===== config.mk =====
export PLATFORM = sky130hd
export DESIGN_NAME = kmem_port_arbiter_flat
export DESIGN_NICKNAME = d
export VERILOG_FILES = /design/src/rtl/nn_pkg.sv /design/src/rtl/kmem_port_arbiter_if.sv /design/src/rtl/kmem_port_arbiter_rr_lock_arb.sv /design/src/rtl/kmem_port_arbiter.sv /design/src/flat_wrapper.sv
export SDC_FILE = /design/constraint.sdc
export NUM_CORES = 1
export LEC_CHECK = 0
export CAP_MARGIN = 20
export CORE_AREA = 4 4 103 105
export CTS_CLUSTER_SIZE = 14
export DETAILED_ROUTE_END_ITERATION = 6
export DIE_AREA = 0 0 107 109
export GPL_TIMING_DRIVEN = 0
export PLACE_DENSITY = 0.79
export SLEW_MARGIN = 5
export SYNTH_ARGS = -nofsm -noshare
export SYNTH_HDL_FRONTEND = slang
export SYNTH_SLANG_ARGS = --single-unit
export TNS_END_PERCENT = 10

===== constraint.sdc =====
create_clock -name clk -period 2.4 [get_ports clk]
set_input_delay 0.48 -clock clk [delete_from_list [all_inputs] [get_ports clk]]
set_output_delay 0.48 -clock clk [all_outputs]
set_load 0.05 [all_outputs]

===== src/rtl/nn_pkg.sv =====
// nn_pkg: shared widths, limits and requester IDs
// for the kernel/weight memory port arbiter.
`ifndef numAddr
`define numAddr 5
`endif

package nn_pkg;

  localparam int ADDR_W_DEF   = `numAddr;
  localparam int DATA_W_DEF   = 32;
  localparam int MAX_LOCK_DEF = 32;

  typedef enum logic {
    REQ_LOAD     = 1'b0,
    REQ_CLASSIFY = 1'b1
  } req_id_e;

  function automatic logic [1:0] id2oh(
    input req_id_e id
  );
    return (id == REQ_CLASSIFY) ? 2'b10 : 2'b01;
  endfunction

endpackage


===== src/rtl/kmem_port_arbiter_if.sv =====
// kmem_port_arbiter_if: requester-side command
// bus plus the RAM port it is arbitrated onto.
interface kmem_port_arbiter_if
  import nn_pkg::*;
#(
  parameter int ADDR_W = ADDR_W_DEF,
  parameter int DATA_W = DATA_W_DEF
) ();

  logic [1:0]        req;
  logic [1:0]        we;
  logic [1:0]        lock;
  logic [ADDR_W-1:0] addr0;
  logic [ADDR_W-1:0] addr1;
  logic [DATA_W-1:0] wdata0;
  logic [DATA_W-1:0] wdata1;
  logic [1:0]        gnt;
  logic [1:0]        rvalid;
  logic [DATA_W-1:0] rdata;
  logic [ADDR_W-1:0] MEM_ADD;
  logic              MEM_CSB;
  logic              MEM_WEB;
  logic              MEM_OEB;
  logic [DATA_W-1:0] MEM_I;
  logic [DATA_W-1:0] MEM_O;

  modport master (
    output req, we, lock,
    output addr0, addr1,
    output wdata0, wdata1,
    output MEM_O,
    input  gnt, rvalid, rdata,
    input  MEM_ADD, MEM_CSB,
    input  MEM_WEB, MEM_OEB,
    input  MEM_I
  );

  modport slave (
    input  req, we, lock,
    input  addr0, addr1,
    input  wdata0, wdata1,
    input  MEM_O,
    output gnt, rvalid, rdata,
    output MEM_ADD, MEM_CSB,
    output MEM_WEB, MEM_OEB,
    output MEM_I
  );

endinterface


===== src/rtl/kmem_port_arbiter_rr_lock_arb.sv =====
// rr_lock_arb: 2-way round-robin grant with a
// bounded burst lock for the current owner.
module rr_lock_arb
  import nn_pkg::*;
#(
  parameter int MAX_LOCK = MAX_LOCK_DEF
) (
  input  logic       clk,
  input  logic       rst,
  input  logic [1:0] i_req,
  input  logic [1:0] i_lock,
  output logic [1:0] o_gnt
);

  localparam int CW = $clog2(MAX_LOCK + 1);
  localparam logic [CW-1:0] CMAX = CW'(MAX_LOCK);

  req_id_e       r_last;
  logic          r_own_vld;
  req_id_e       r_own;
  logic [CW-1:0] r_cnt;

  logic [1:0]    w_gnt;
  logic [1:0]    w_tie;
  logic          w_hold;
  logic          w_any;
  logic          w_lock;
  logic          w_oth_req;
  logic          w_keep;
  req_id_e       w_gid;
  logic [CW-1:0] w_base;
  logic [CW-1:0] w_cnt_n;

  // grant: single requester wins, ties go to owner or round-robin
  always_comb begin
    w_hold = r_own_vld && (r_cnt < CMAX);
    w_tie  = w_hold ? id2oh(r_own)
                    : id2oh(req_id_e'(~r_last));
    w_gnt  = 2'b00;
    if (!rst) begin
      unique case (i_req)
        2'b01:   w_gnt = 2'b01;
        2'b10:   w_gnt = 2'b10;
        2'b11:   w_gnt = w_tie;
        default: w_gnt = 2'b00;
      endcase
    end
  end

  // next lock count: restarts when ownership changes hands
  always_comb begin
    w_any     = |w_gnt;
    w_gid     = req_id_e'(w_gnt[1]);
    w_lock    = |(w_gnt & i_lock);
    w_oth_req = w_gnt[1] ? i_req[0] : i_req[1];
    w_keep    = r_own_vld && (r_own == w_gid);
    w_base    = w_keep ? r_cnt : '0;
    w_cnt_n   = w_base;
    if (w_oth_req && (w_base != CMAX))
      w_cnt_n = w_base + CW'(1);
  end

  // owner, lock counter and last-grant state
  always_ff @(posedge clk) begin
    if (rst) begin
      r_last    <= REQ_CLASSIFY;
      r_own_vld <= 1'b0;
      r_own     <= REQ_LOAD;
      r_cnt     <= '0;
    end else begin
      if (w_any)
        r_last <= w_gid;
      if (w_any && w_lock) begin
        r_own_vld <= 1'b1;
        r_own     <= w_gid;
        r_cnt     <= w_cnt_n;
      end else begin
        r_own_vld <= 1'b0;
        r_cnt     <= '0;
      end
    end
  end

  assign o_gnt = w_gnt;

endmodule


===== src/rtl/kmem_port_arbiter.sv =====
// kmem_port_arbiter: shares one RAM port between
// loader and classifier, tagging read returns.
module kmem_port_arbiter
  import nn_pkg::*;
#(
  parameter int ADDR_W   = ADDR_W_DEF,
  parameter int DATA_W   = DATA_W_DEF,
  parameter int RD_LAT   = 1,
  parameter int MAX_LOCK = MAX_LOCK_DEF
) (
  input logic           clk,
  input logic           rst,
  kmem_port_arbiter_if.slave bus
);

  logic [1:0]        w_gnt;
  req_id_e           w_gid;
  logic              w_we;
  logic [ADDR_W-1:0] w_addr;
  logic [DATA_W-1:0] w_wdata;
  logic              w_rd_cmd;

  logic              r_csb;
  logic              r_web;
  logic              r_oeb;
  logic [ADDR_W-1:0] r_add;
  logic [DATA_W-1:0] r_i;
  req_id_e           r_cmd_id;
  logic [RD_LAT-1:0] r_tag_v;
  logic [RD_LAT-1:0] r_tag_id;
  logic [1:0]        r_rvalid;
  logic [DATA_W-1:0] r_rdata;

  rr_lock_arb #(
    .MAX_LOCK (MAX_LOCK)
  ) u_arb (
    .clk    (clk),
    .rst    (rst),
    .i_req  (bus.req),
    .i_lock (bus.lock),
    .o_gnt  (w_gnt)
  );

  // mux the granted requester's command
  always_comb begin
    w_gid   = REQ_LOAD;
    w_addr  = bus.addr0;
    w_wdata = bus.wdata0;
    w_we    = bus.we[0];
    unique case (1'b1)
      w_gnt[1]: begin
        w_gid   = REQ_CLASSIFY;
        w_addr  = bus.addr1;
        w_wdata = bus.wdata1;
        w_we    = bus.we[1];
      end
      default: ;
    endcase
  end

  // registered active-low RAM command
  always_ff @(posedge clk) begin
    if (rst) begin
      r_csb    <= 1'b1;
      r_web    <= 1'b1;
      r_oeb    <= 1'b1;
      r_add    <= '0;
      r_i      <= '0;
      r_cmd_id <= REQ_LOAD;
    end else if (|w_gnt) begin
      r_csb    <= 1'b0;
      r_add    <= w_addr;
      r_web    <= ~w_we;
      r_oeb    <= w_we;
      r_cmd_id <= w_gid;
      if (w_we)
        r_i <= w_wdata;
    end else begin
      r_csb <= 1'b1;
      r_web <= 1'b1;
      r_oeb <= 1'b1;
    end
  end

  assign w_rd_cmd = ~r_csb & r_web & ~r_oeb;

  // read tag pipeline, aligned with RAM latency
  always_ff @(posedge clk) begin
    if (rst) begin
      r_tag_v  <= '0;
      r_tag_id <= '0;
    end else begin
      r_tag_v[0]  <= w_rd_cmd;
      r_tag_id[0] <= r_cmd_id;
      for (int k = 1; k < RD_LAT; k++) begin
        r_tag_v[k]  <= r_tag_v[k-1];
        r_tag_id[k] <= r_tag_id[k-1];
      end
    end
  end

  // capture RAM data and pulse the owner's rvalid
  always_ff @(posedge clk) begin
    if (rst) begin
      r_rvalid <= 2'b00;
      r_rdata  <= '0;
    end else begin
      r_rvalid <= 2'b00;
      if (r_tag_v[RD_LAT-1]) begin
        r_rvalid <= r_tag_id[RD_LAT-1] ? 2'b10
                                       : 2'b01;
        r_rdata  <= bus.MEM_O;
      end
    end
  end

  assign bus.gnt     = w_gnt;
  assign bus.rvalid  = r_rvalid;
  assign bus.rdata   = r_rdata;
  assign bus.MEM_CSB = r_csb;
  assign bus.MEM_WEB = r_web;
  assign bus.MEM_OEB = r_oeb;
  assign bus.MEM_ADD = r_add;
  assign bus.MEM_I   = r_i;

endmodule


===== src/flat_wrapper.sv =====
// flat-port wrapper written by rule: the top's interface ports become plain ports
module kmem_port_arbiter_flat import nn_pkg::*;
#(
  parameter int ADDR_W   = ADDR_W_DEF,
  parameter int DATA_W   = DATA_W_DEF,
  parameter int RD_LAT   = 1,
  parameter int MAX_LOCK = MAX_LOCK_DEF
)
  (clk, rst, bus_req, bus_we, bus_lock, bus_addr0, bus_addr1, bus_wdata0, bus_wdata1, bus_MEM_O, bus_gnt, bus_rvalid, bus_rdata, bus_MEM_ADD, bus_MEM_CSB, bus_MEM_WEB, bus_MEM_OEB, bus_MEM_I);
  kmem_port_arbiter_if #(.ADDR_W(ADDR_W), .DATA_W(DATA_W)) bus_i ();
  input logic clk;
  input logic rst;
  input wire logic [$bits(bus_i.req)-1:0] bus_req;
  input wire logic [$bits(bus_i.we)-1:0] bus_we;
  input wire logic [$bits(bus_i.lock)-1:0] bus_lock;
  input wire logic [$bits(bus_i.addr0)-1:0] bus_addr0;
  input wire logic [$bits(bus_i.addr1)-1:0] bus_addr1;
  input wire logic [$bits(bus_i.wdata0)-1:0] bus_wdata0;
  input wire logic [$bits(bus_i.wdata1)-1:0] bus_wdata1;
  input wire logic [$bits(bus_i.MEM_O)-1:0] bus_MEM_O;
  output wire logic [$bits(bus_i.gnt)-1:0] bus_gnt;
  output wire logic [$bits(bus_i.rvalid)-1:0] bus_rvalid;
  output wire logic [$bits(bus_i.rdata)-1:0] bus_rdata;
  output wire logic [$bits(bus_i.MEM_ADD)-1:0] bus_MEM_ADD;
  output wire logic [$bits(bus_i.MEM_CSB)-1:0] bus_MEM_CSB;
  output wire logic [$bits(bus_i.MEM_WEB)-1:0] bus_MEM_WEB;
  output wire logic [$bits(bus_i.MEM_OEB)-1:0] bus_MEM_OEB;
  output wire logic [$bits(bus_i.MEM_I)-1:0] bus_MEM_I;
  assign bus_i.req = bus_req;
  assign bus_i.we = bus_we;
  assign bus_i.lock = bus_lock;
  assign bus_i.addr0 = bus_addr0;
  assign bus_i.addr1 = bus_addr1;
  assign bus_i.wdata0 = bus_wdata0;
  assign bus_i.wdata1 = bus_wdata1;
  assign bus_i.MEM_O = bus_MEM_O;
  assign bus_gnt = bus_i.gnt;
  assign bus_rvalid = bus_i.rvalid;
  assign bus_rdata = bus_i.rdata;
  assign bus_MEM_ADD = bus_i.MEM_ADD;
  assign bus_MEM_CSB = bus_i.MEM_CSB;
  assign bus_MEM_WEB = bus_i.MEM_WEB;
  assign bus_MEM_OEB = bus_i.MEM_OEB;
  assign bus_MEM_I = bus_i.MEM_I;
  kmem_port_arbiter #(.ADDR_W(ADDR_W), .DATA_W(DATA_W), .RD_LAT(RD_LAT), .MAX_LOCK(MAX_LOCK)) u_core (.clk(clk), .rst(rst), .bus(bus_i));
endmodule

# ---- Word level (Yosys, flattened, before mapping)
# Index checks and enable logic that the tools add are counted.
dict set report word_totals {
  ff_bits 86
  latchBits 0
  ram_bits 0
  rom_bits 0
  inputBits 114
  output_inout_bits 76
  wordCells 55
  memories 0
}
dict set report classes {
  addsub 1
  multipliers 0
  div_mod_pow 0
  order_cmp 1
  n_eq_ne 5
  shift 0
  mux 15
  bitwise 9
  n_reduce_logical 10
}
# operator count
set ops {}
lappend ops {{$mux 32} 1}
lappend ops {{$mux 6} 2}
lappend ops {{$mux 2} 5}
lappend ops {{$reduce_or 2->1} 5}
lappend ops {{$add 6x1->6 const B} 1}
lappend ops {{$lt 6x6->1 const B} 1}
lappend ops {{$ne 6x6->1 const B} 1}
lappend ops {{$not 1->1} 6}
lappend ops {{$pmux 2 s3} 1}
lappend ops {{$mux 1} 5}
lappend ops {{$mux 5} 1}
lappend ops {{$eq 2x2->1 const B} 2}
lappend ops {{$logic_and 1x1->1} 4}
lappend ops {{$and 1x1->1} 2}
lappend ops {{$and 2x2->2} 1}
lappend ops {{$eq 2x1->1 const B} 1}
lappend ops {{$reduce_and 2->1} 1}
lappend ops {{$eq 1x1->1} 1}

# ---- Depth between registers and ports, before layout
# Gate-level depths: netlist (run 1).
dict set report logic_depth {
  depth_word 11
  ltp_mapped 7
  mapped_depth_nobuf 4
}

# ---- Cells and area by module
# Synthesis (run 1) repeated with hierarchy kept, for this count alone.
dict set report hier_totals {
  hier_cells 394
  hier_area_um2 3896.2
}
# module instances cells_per_inst area_per_inst_um2 seq_area_each_um2
set by_module_without_submodules {}
lappend by_module_without_submodules {kmem_port_arbiter 1 329 3369.5 1541.5}
lappend by_module_without_submodules {rr_lock_arb 1 65 526.8 180.2}

# ---- Worst setup path after synthesis (run 1)
# Ideal clock, no wire load.
dict set report synth_path {
  path_kind {input port to output port}
  start {input port bus_req[0]}
  end {output port bus_gnt[0]}
  arrival_time_ns 1.782
  t_required_ns 1.920
  path_slack_ns 0.138
  cell_stages 4
  n_path_buf 1
  cell_sequence {buf_2 > inv_1 > a211oi_1 > nor2b_1}
}
dict set report synth_via {
  elab_chain_cells 3
  word_cells_on_any_way 5
  cone_classes {eq/ne: 3; mux: 2}
}
# element line
set synth_rtl {}
lappend synth_rtl {{start: declaration} flat_wrapper.sv:13} ;# input wire logic [$bits(bus_i.req)-1:0] bus_req;
lappend synth_rtl {{$eq 2x2->1 / $eq 2x1->1 (equally long branches)} kmem_port_arbiter_rr_lock_arb.sv:41} ;# unique case (i_req)
lappend synth_rtl {{$pmux 2 s3 (*)} kmem_port_arbiter_rr_lock_arb.sv:41}
lappend synth_rtl {{$mux 2 (*)} kmem_port_arbiter_rr_lock_arb.sv:40} ;# if (!rst) begin
lappend synth_rtl {{end: declaration} flat_wrapper.sv:21} ;# output wire logic [$bits(bus_i.gnt)-1:0] bus_gnt;
# Mark *: on every way between the ends. The rest lies on a longest branch, timed or not.

# ---- Worst setup path after layout (run 1)
dict set report layout_path {
  start {register u_core.u_arb.r_own}
  end {output port bus_gnt[1]}
}
dict set report layout_via {
  elab_chain_cells 4
}
# element line
set layout_rtl {}
lappend layout_rtl {{start: declaration} kmem_port_arbiter_rr_lock_arb.sv:20} ;# req_id_e r_own;
lappend layout_rtl {{start signal: assignment} kmem_port_arbiter_rr_lock_arb.sv:75} ;# r_own <= w_gid;
lappend layout_rtl {{$mux 2} nn_pkg.sv:21} ;# return (id == REQ_CLASSIFY) ? 2'b10 : 2'b01;
lappend layout_rtl {{$mux 2} kmem_port_arbiter_rr_lock_arb.sv:37} ;# w_tie = w_hold ? id2oh(r_own)
lappend layout_rtl {{$pmux 2 s3} kmem_port_arbiter_rr_lock_arb.sv:41}
lappend layout_rtl {{$mux 2} kmem_port_arbiter_rr_lock_arb.sv:40}
# Every way passes these cells.

==> flow_metrics.py, run 1 <==
metrics = {
    "outcome": {
        "status": "completed",
    },
    "timing": {
        "tightest_slew_ps": 695,
        "setup_tns_ps": 0,
        "fin_crit_sh": 0.917,
        "timing.fmax_mhz": 454,
        "fin_crit_ps": 2200,
        "clock_skew_ps": 7.18,
        "drv_slew": 0,
        "finalHoldViolations": 0,
        "slew_headroom": 0.537,
        "rsz0062_at_grt": "false",
        "layout_setup_ws_ps": 199,
        "setup_viol": 0,
    },
    "logic_synthesis": {
        "netlist_area_um2": 3770,
        "yosys-top-cells-count": "86 x dfxtp_1, 76 x nand2_1, 42 x nor2_1",
        "synthMuxAreaShare": 0.0850,
        "synth-main-ff-cell": "dfxtp_1",
        "synth_top_family_by_area": "simple AND/OR/NAND/NOR gates",
        "ys_warn_count": 0,
        "synthXorXnorAreaFrac": 0.0116,
        "synth_cell_types": 42,
        "synth_top_area_frac": 0.457,
        "synthSimpleGateAreaFrac": 0.205,
        "synthCells": 399,
        "synth_enable_flop_cells": 0,
        "yosysTopAreaCell": "dfxtp_1",
        "synthArstFlopShare": 0,
        "synth_area_leaders": "dfxtp_1 46%, a311oi_2 12%, mux2i_1 8.5%",
        "synth-compound-area-share": 0.184,
        "syn_avg_cell_area_um2": 9.45,
        "synth-seq-cells": 86,
        "syn_nets": 513,
        "synth_fa_ha_area_frac": 0,
        "ys_seq_area_frac": 0.457,
        "post-synth-top-count-cell": "dfxtp_1",
    },
    "place": {
        "routabilityCongestion": 0.759,
        "port_buffers": 188,
        "hpwl_um": 9500,
        "pre_cts_ws_ps": -1400,
    },
    "floorplanning": {
        "ios": 190,
        "initial_core_util": 0.391,
        "die-area_um2": 11700,
        "fp.dieH_um": 109,
        "coreArea_um2": 9640,
        "die_w_um": 107,
        "rows": 36,
    },
    "worst_setup_path": {
        "crit_fanout": 10,
        "worstPathRequired_ps": 1920,
        "worstPathArrival_ps": 1720,
        "cp-end-kind": "output pin",
        "critical_path_class": "reg -> out",
        "start_kind": "flop",
    },
    "clock_network": {
        "cts_root_buffer": "clkbuf_8",
        "cts_buffers": 9,
        "clkLatencyLatePin_ps": 360,
        "cts.reportedPaths.clkPinSlew_ps": 90,
        "clk_path_buf_depth": 2,
        "htree_levels": 3,
        "cts_hold_buf": 0,
        "cts_tree": "done",
        "clock-sinks": 86,
    },
    "grt": {
        "grt_pass1_vias": 3818,
        "grt_pass1_wl_um": 19300,
        "antenna_found_initial": 0,
        "overflow": 0,
        "gr-usage-all-layers": 0.211,
        "grt_max_degree": 15,
    },
    "routing": {
        "wire_per_inst_um": 16.6,
        "dr.first_iter.drc_count": 196,
        "num_vias": 3713,
        "ant_nets": 0,
        "drt_drc_violations_left": 0,
        "avgViaCountPerCell": 5.04,
        "drt_first_pass_iters": 5,
        "wl_um": 12200,
    },
    "pwr": {
        "ir_drop_mv": 0.351,
        "p_per_area_nw_per_um2": 595,
        "p_leak_uw": 0.00217,
    },
    "worst_hold_path": {
        "hold_path_class": "reg -> reg",
    },
    "finish": {
        "final.fill_count": 858,
        "syn_to_final_growth_pct": 61.2,
        "finish.net_count": 713,
        "drive_gt1_frac": 0.127,
        "n_antenna_cell": 0,
    },
    "flow_run": {
        "cap_violations": 0,
    },
}
layer usage:
layer,part of all wire,vias up,wire length [um],GRT usage
met4,0.018,0,220,0.0858
met5,0,-,0,0
met3,0.090,17,1100,0.0639
met1,0.41,1718,5060,0.251
li1,-,1805,-,-
met2,0.48,173,5840,0.357
per-stage QoR:
step / hold WS (ps) / utilization / power, uW / instance area, um2 / instances
6_report: 418 / 0.630 / 3620 / 6080 / 737
5_1_grt: 428 / 0.630 / 3770 / 6080 / 737
3_5_place_dp: 402 / 0.604 / 2610 / 5820 / 720
4_1_cts: 418 / 0.628 / 3640 / 6050 / 737
3_3_place_gp: 394 / 0.604 / 2590 / 5820 / 720
2_1_floorplan: 388 / - / 2180 / 3770 / 399
kinds of logic (layout without fill, tap and decap cells):
logic type	count (synthesis)	in the layout
AOI/OAI and AO/OA	58	58
DFF	86	86
muxes	32	32
xor gates and xnor gates	5	5
and+or+nand+nor	176	176
buffers and inverters	42	247
final timing paths:
| check | start | end | slack [ps] | cells past startpoint |
|---|---|---|---|---|
| setup / recovery | u_core.u_arb.r_own | bus_gnt[1] | 200 | 6 |
| hold / removal | u_core.r_tag_id | u_core.bus.rvalid[0] | 420 | 1 |
| setup reg to reg | u_core.u_arb.r_cnt[5] | u_core.bus.MEM_I[30] | 430 | 6 |
| hold reg to reg | u_core.r_tag_id | u_core.bus.rvalid[0] | 420 | 1 |
sequential cells by signal (all words and copies together), names as in the netlist:
signal,cells
u_core.bus.MEM_WEB,1
u_core.bus.MEM_CSB,1
u_core.u_arb.r_last,1
u_core.r_cmd_id,1
u_core.bus.MEM_I,32
u_core.u_arb.r_cnt,6
u_core.bus.MEM_ADD,5
u_core.r_tag_id,1
u_core.u_arb.r_own_vld,1
u_core.r_tag_v,1
u_core.bus.rdata,32
u_core.bus.MEM_OEB,1
u_core.bus.rvalid,2
u_core.u_arb.r_own,1
cell usage in the layout (no fill, tap or decap), types with 2 or more instances in the layout:
cell             count
a311oi_1             6
nand3_1              2
clkdlybuf4s50_1    184
buf_4               10
o2111ai_1            2
nand2_1             76
o211ai_1             2
nand2b_1             5
nor2_1              42
a21oi_1              4
clkbuf_1            14
nor3_1              40
buf_6                2
a311oi_2            30
buf_8                3
nor2b_2              3
dfxtp_1             84
xnor2_1              4
inv_1                8
clkinvlp_4           2
clkbuf_8            11
buf_2                7
mux2i_1             32
dfxtp_2              2
critical path: stages, from the launching register on:
cell	delay [ps]
dfxtp_1	380
nand4bb_1	280
o211ai_1	160
buf_4	220
nor2_1	50
buf_4	130
buf_6	140
power by group:
| group | switching [uW] | internal [uW] |
|---|---|---|
| combinational | 580 | 447 |
| clock | 525 | 510 |
| sequential | 49.3 | 1510 |
timing repair:
| action | 4_1_cts | 5_1_grt |
|---|---|---|
| pin swaps | 1 | 1 |
| hold endpoints to repair | 0 | 0 |
| endpoints found under the setup margin | 2 | 2 |
| buffers inserted | 1 | 0 |
| resized for setup | 25 | 11 |
layout make-up:
type	instances	area [um2]	area share
Timing Repair Buffer	189	1890	0.311
Multi-Input combinational cell	271	1850	0.304
Sequential cell	86	1720	0.284
Buffer	34	218	0.0358
Tap cell	133	166	0.0274
Clock buffer	11	141	0.0233
Clock inverter	5	58.8	0.00968
Inverter	8	30.0	0.00494
Note: power is estimated with default switching activity, not from simulation.
==> run 2, diff against run 1 <==
--- a/config.mk
+++ b/config.mk
@@ -6,12 +6,13 @@
 export NUM_CORES = 1
 export LEC_CHECK = 0
 export CAP_MARGIN = 20
-export CORE_AREA = 4 4 103 105
+export CORE_AREA = 3 3 102 104
 export CTS_CLUSTER_SIZE = 14
 export DETAILED_ROUTE_END_ITERATION = 6
-export DIE_AREA = 0 0 107 109
+export DIE_AREA = 0 0 105 107
 export GPL_TIMING_DRIVEN = 0
-export PLACE_DENSITY = 0.79
+export PLACE_DENSITY_LB_ADDON = 0.15
+export REMOVE_ABC_BUFFERS = 1
 export SLEW_MARGIN = 5
 export SYNTH_ARGS = -nofsm -noshare
 export SYNTH_HDL_FRONTEND = slang
==> run 2 against run 1 <==
Clock power rose by 12%. Sequential share of layout area fell by 0.12 points. Sequential power barely moved. Register-to-register slack got worse by 220 ps. Critical endpoint is now bus_gnt[0]. Largest power group unchanged. Highest routed layer unchanged.
==> flow_metrics.py, run 2 (synthesis results as in run 1) <==
metrics = {
    "outcome": {
        "status": "completed",
    },
    "place": {
        "hpwl_um": 8440,
        "dp.cells": 698,
        "place_area_um2": 5820,
        "pre_cts_ws_ps": -1040,
        "routabilityCongestion": 0.740,
        "port_buffers": 189,
    },
    "finish": {
        "syn_to_final_growth_pct": 62.3,
        "drive_gt1_frac": 0.138,
        "fin_area_um2": 6120,
        "layout_commonest_cell": "clkdlybuf4s50_1",
        "final_cell_mix": "184 x clkdlybuf4s50_1, 81 x dfxtp_1, 76 x nand2_1",
        "fin_cells": 720,
        "fin_util": 0.635,
        "n_antenna_cell": 0,
        "finish.net_count": 696,
    },
    "clock_network": {
        "cts_buffers": 9,
        "clock-sinks": 86,
        "cts.reportedPaths.clkPinSlew_ps": 90,
        "clk_path_buf_depth": 2,
        "clkLatencyLatePin_ps": 360,
        "cts_root_buffer": "clkbuf_8",
        "cts_tree": "done",
        "htree_levels": 3,
    },
    "worst_setup_path": {
        "r2r_slack_ps": 210,
        "slowest_stage": "dlygate4sd2_1",
        "critPathBufInv": 2,
        "worstPathRequired_ps": 1920,
        "r2r-end": "u_core.bus.MEM_I[1]",
        "r2r_cells": 6,
        "crit_fanout": 12,
        "start_kind": "input port",
        "critical_path_class": "in -> out",
        "cp-end-kind": "output pin",
        "crit_chain": "dlygate4sd2_1 -> and4b_4 -> a211oi_4 -> nor2b_4 -> buf_4",
        "worst_path_largest_cell_delay_ps": 370,
        "cp_top_family": "buffers and inverters",
        "worstPathArrival_ps": 1810,
        "timing.rr.start": "u_core.u_arb.r_cnt[5]",
    },
    "timing": {
        "slew_headroom": 0.491,
        "rsz0062_at_grt": "false",
        "clock_skew_ps": 17.5,
        "layout_setup_ws_ps": 112,
        "tightest_slew_ps": 764,
        "setup_viol": 0,
        "drv_slew": 0,
        "fin_hold_ws_ps": 399,
        "fin_crit_sh": 0.953,
        "fin_crit_ps": 2290,
        "finalHoldViolations": 0,
        "timing.fmax_mhz": 437,
    },
    "routing": {
        "dr.first_iter.drc_count": 182,
        "avgViaCountPerCell": 5.07,
        "num_vias": 3647,
        "drt_drc_violations_left": 0,
        "wl_um": 11400,
        "wire_per_inst_um": 15.9,
        "drt_first_pass_iters": 4,
        "ant_nets": 0,
    },
    "floorplanning": {
        "die_w_um": 105,
        "fp.dieH_um": 107,
        "rows": 36,
        "initial_core_util": 0.391,
        "coreArea_um2": 9640,
        "ios": 190,
        "die-area_um2": 11200,
    },
    "grt": {
        "antenna_found_initial": 0,
        "gr-usage-all-layers": 0.197,
        "grt_max_degree": 64,
        "grt_pass1_vias": 3575,
        "grt_pass1_wl_um": 17800,
        "overflow": 0,
    },
    "pwr": {
        "p_leak_uw": 0.00218,
        "ir_drop_mv": 0.303,
        "p_per_area_nw_per_um2": 612,
    },
    "worst_hold_path": {
        "hp-start": "u_core.r_tag_id",
        "min_to": "u_core.bus.rvalid[0]",
        "hold_path_class": "reg -> reg",
        "worstHoldPathCells": 1,
    },
    "flow_run": {
        "cap_violations": 0,
    },
}
==> run 2: cell count changes in the layout (fill, tap and decap cells not counted), moves of 2 or more <==
cell	before	now
dfxtp_1	84	81
clkbuf_8	11	9
dfxtp_2	2	5
buf_16	0	3
buf_12	0	2
clkbuf_1	14	0
buf_6	2	4
buf_8	3	0
inv_6	0	2
buf_2	7	0
==> run 2: timing repair <==
item | CTS | global route
setup endpoints to repair | 35 | 2
pin swaps | 2 | 1
buffers inserted | 4 | 2
hold buffers | 0 | 0
resized for setup | 20 | 7
==> run 2: power breakdown <==
part           internal (uW)  switching [uW]
Clock                    599             554
Sequential              1510            46.7
Combinational            457             575
Total                   2560            1180
==> run 2: layer usage <==
layer / routed length [um] / vias to the layer above / global-route usage
met3: 1030 / 13 / 0.0789
met4: 179 / 0 / 0.0656
met2: 5490 / 148 / 0.344
met1: 4740 / 1716 / 0.219
met5: 0 / - / 0
li1: - / 1770 / -
==> run 2: area by class of cell <==
cell class	instances	area (um2)
Fill cell	863	3520
Timing Repair Buffer	206	2110
Multi-Input combinational cell	271	1860
Sequential cell	86	1730
Tap cell	133	166
Clock buffer	9	124
Clock inverter	7	101
Inverter	8	30.0
==> run 2: worst max-delay path by stage <==
| stage | end | start | slack [ps] | cells past startpoint |
|---|---|---|---|---|
| after global routing | bus_gnt[1] | u_core.u_arb.r_cnt[5] | 4 | 6 |
| after CTS | bus_gnt[1] | u_core.u_arb.r_own_vld | 3 | 6 |
| final | bus_gnt[0] | bus_req[1] | 110 | 5 |
| after detailed placement | bus_gnt[1] | bus_req[0] | -1040 | 7 |
| after global placement | bus_gnt[0] | rst | -2730 | 3 |
| after floorplan | u_core.bus.MEM_I[10] | bus_req[1] | -770 | 4 |
==> run 2: per-stage QoR <==
stage          TNS, ps  power [uW]
6_report             0        3740
4_1_cts              0        3780
3_5_place_dp    -28310        2610
3_3_place_gp   -183810        2560
5_1_grt              0        3910
2_1_floorplan   -26360        2120
==> run 3, diff against run 2 <==
==> constraint.sdc (replaced) <==
create_clock -name clk -period 2.3 [get_ports clk]
set_input_delay 0.46 -clock clk [delete_from_list [all_inputs] [get_ports clk]]
set_output_delay 0.46 -clock clk [all_outputs]
set_load 0.05 [all_outputs]
==> run 3 against run 2 <==
First-iteration DRC count decreased by 6.6%. Via count decreased by 0.14%. Hold slack got worse by 0.53 ps. Final area increased by 0.31%. Combinational power increased by 5%. Sequential cell count unchanged. Highest routed layer unchanged.
==> flow_metrics.py, run 3 (synthesis results as in run 1) <==
metrics = {
    "place": {
        "hpwl_um": 8440,
        "routabilityCongestion": 0.740,
        "port_buffers": 189,
    },
    "routing": {
        "drt_first_pass_iters": 4,
        "wl_um": 11500,
        "ant_nets": 0,
        "avgViaCountPerCell": 5.06,
        "drt_drc_violations_left": 0,
        "wire_per_inst_um": 16.0,
        "dr.first_iter.drc_count": 170,
        "num_vias": 3642,
    },
    "finish": {
        "finish.net_count": 696,
        "drive_gt1_frac": 0.143,
        "final_cell_mix": "184 x clkdlybuf4s50_1, 81 x dfxtp_1, 76 x nand2_1",
        "syn_to_final_growth_pct": 62.8,
        "layout_commonest_cell": "clkdlybuf4s50_1",
        "final.fill_count": 855,
        "fin_util": 0.637,
        "n_antenna_cell": 0,
    },
    "worst_hold_path": {
        "hold_path_class": "reg -> reg",
    },
    "grt": {
        "overflow": 0,
        "gr-usage-all-layers": 0.200,
        "grt_pass1_wl_um": 18100,
        "antenna_found_initial": 0,
        "grt_max_degree": 64,
        "grt_pass1_vias": 3592,
    },
    "clock_network": {
        "cts.reportedPaths.clkPinSlew_ps": 90,
        "cts_hold_buf": 0,
        "cts_root_buffer": "clkbuf_8",
        "cts_buffers": 9,
        "cts_tree": "done",
        "clkLatencyLatePin_ps": 360,
        "clock-sinks": 86,
        "clk_path_buf_depth": 2,
        "htree_levels": 3,
    },
    "pwr": {
        "p_per_area_nw_per_um2": 636,
        "p_leak_uw": 0.00218,
        "total_power_uw": 3900,
        "ir_drop_mv": 0.317,
    },
    "timing": {
        "fin_crit_ps": 2210,
        "fin_crit_sh": 0.959,
        "clock_skew_ps": 18.3,
        "drv_slew": 0,
        "setup_tns_ps": 0,
        "timing.fmax_mhz": 453,
        "finalHoldViolations": 0,
        "setup_viol": 0,
        "tightest_slew_ps": 770,
        "slew_headroom": 0.487,
    },
    "worst_setup_path": {
        "worst_path_largest_cell_delay_ps": 390,
        "worstPathArrival_ps": 1750,
        "worstPathRequired_ps": 1840,
        "start_kind": "flop",
        "critical_path_class": "reg -> out",
        "crit_chain": "nand4bb_4 -> o211ai_1 -> buf_4 -> buf_6 -> nor2_1 -> buf_4",
        "crit_fanout": 10,
        "cp-end-kind": "output pin",
        "cp_common_cell": "buf_4",
        "critPathBufInv": 3,
        "slowest_stage": "dfxtp_4",
        "cp_top_family": "buffers and inverters",
    },
    "floorplanning": {
        "rows": 36,
        "initial_core_util": 0.391,
        "ios": 190,
        "die-area_um2": 11200,
        "die_w_um": 105,
        "coreArea_um2": 9640,
        "fp.dieH_um": 107,
    },
    "outcome": {
        "status": "completed",
    },
    "flow_run": {
        "cap_violations": 0,
    },
}
==> run 3: changes by cell type in the layout (fill, tap and decap cells not counted), sizes merged <==
cell | previous run | this run
clkdlybuf4s15 | 1 | 0
dlygate4sd2 | 1 | 0
clkbuf | 9 | 10
buf | 20 | 21
==> run 3: metrics by stage <==
step	hold slack [ps]	std cells	setup WS, ps	area (um2)
floorplan	388	365	-853	3580
global placement	395	687	-2790	5640
detailed placement	404	698	-1100	5820
CTS	399	718	-13.6	6100
global route	407	720	-1.75	6140
finish	398	720	94.4	6140
==> run 3: layout make-up <==
cell class	instances	area [um2]	area share
clock buffers	9	124	0.0202
well taps	133	166	0.0271
repair buffers	206	2100	0.343
clock inverters	7	101	0.0165
multi-input cells	271	1880	0.306
inverters	8	30.0	0.00489
flip-flops and latches	86	1730	0.282
==> run 3: power breakdown <==
| group | switching [uW] | internal [uW] |
|---|---|---|
| Combinational | 601 | 479 |
| Sequential | 50.0 | 1570 |
| Clock | 573 | 625 |
==> run 3: timing repair <==
| action | CTS | global route |
|---|---|---|
| gates resized for setup | 26 | 10 |
| setup buffers | 4 | 2 |
| setup endpoints to repair | 35 | 2 |
| pin swaps | 2 | 2 |
==> run 3: metal layers <==
metal	routed length, um	share of wire	vias up	GRT usage
met5	0	0	-	0
met4	107	0.0093	0	0.0553
met3	978	0.085	7	0.0759
met2	5650	0.49	141	0.352
met1	4770	0.41	1724	0.225
li1	-	-	1770	-
==> run 3: path summary, 6_finish.rpt <==
path                    startpoint  cells after the start  slack [ps]                    to
max reg2reg  u_core.u_arb.r_cnt[5]                      6         170   u_core.bus.MEM_I[1]
max          u_core.u_arb.r_cnt[5]                      6          90            bus_gnt[1]
min reg2reg        u_core.r_tag_id                      1         400  u_core.bus.rvalid[0]
min                u_core.r_tag_id                      1         400  u_core.bus.rvalid[0]
==> run 3: worst register-to-register path: cells and delay by family, from the launching register on <==
kind / cells / cell delay, ps
and+or+nand+nor: 2 / 690
AOI/OAI and AO/OA: 2 / 540
buffers and inverters: 2 / 440
DFF: 1 / 390
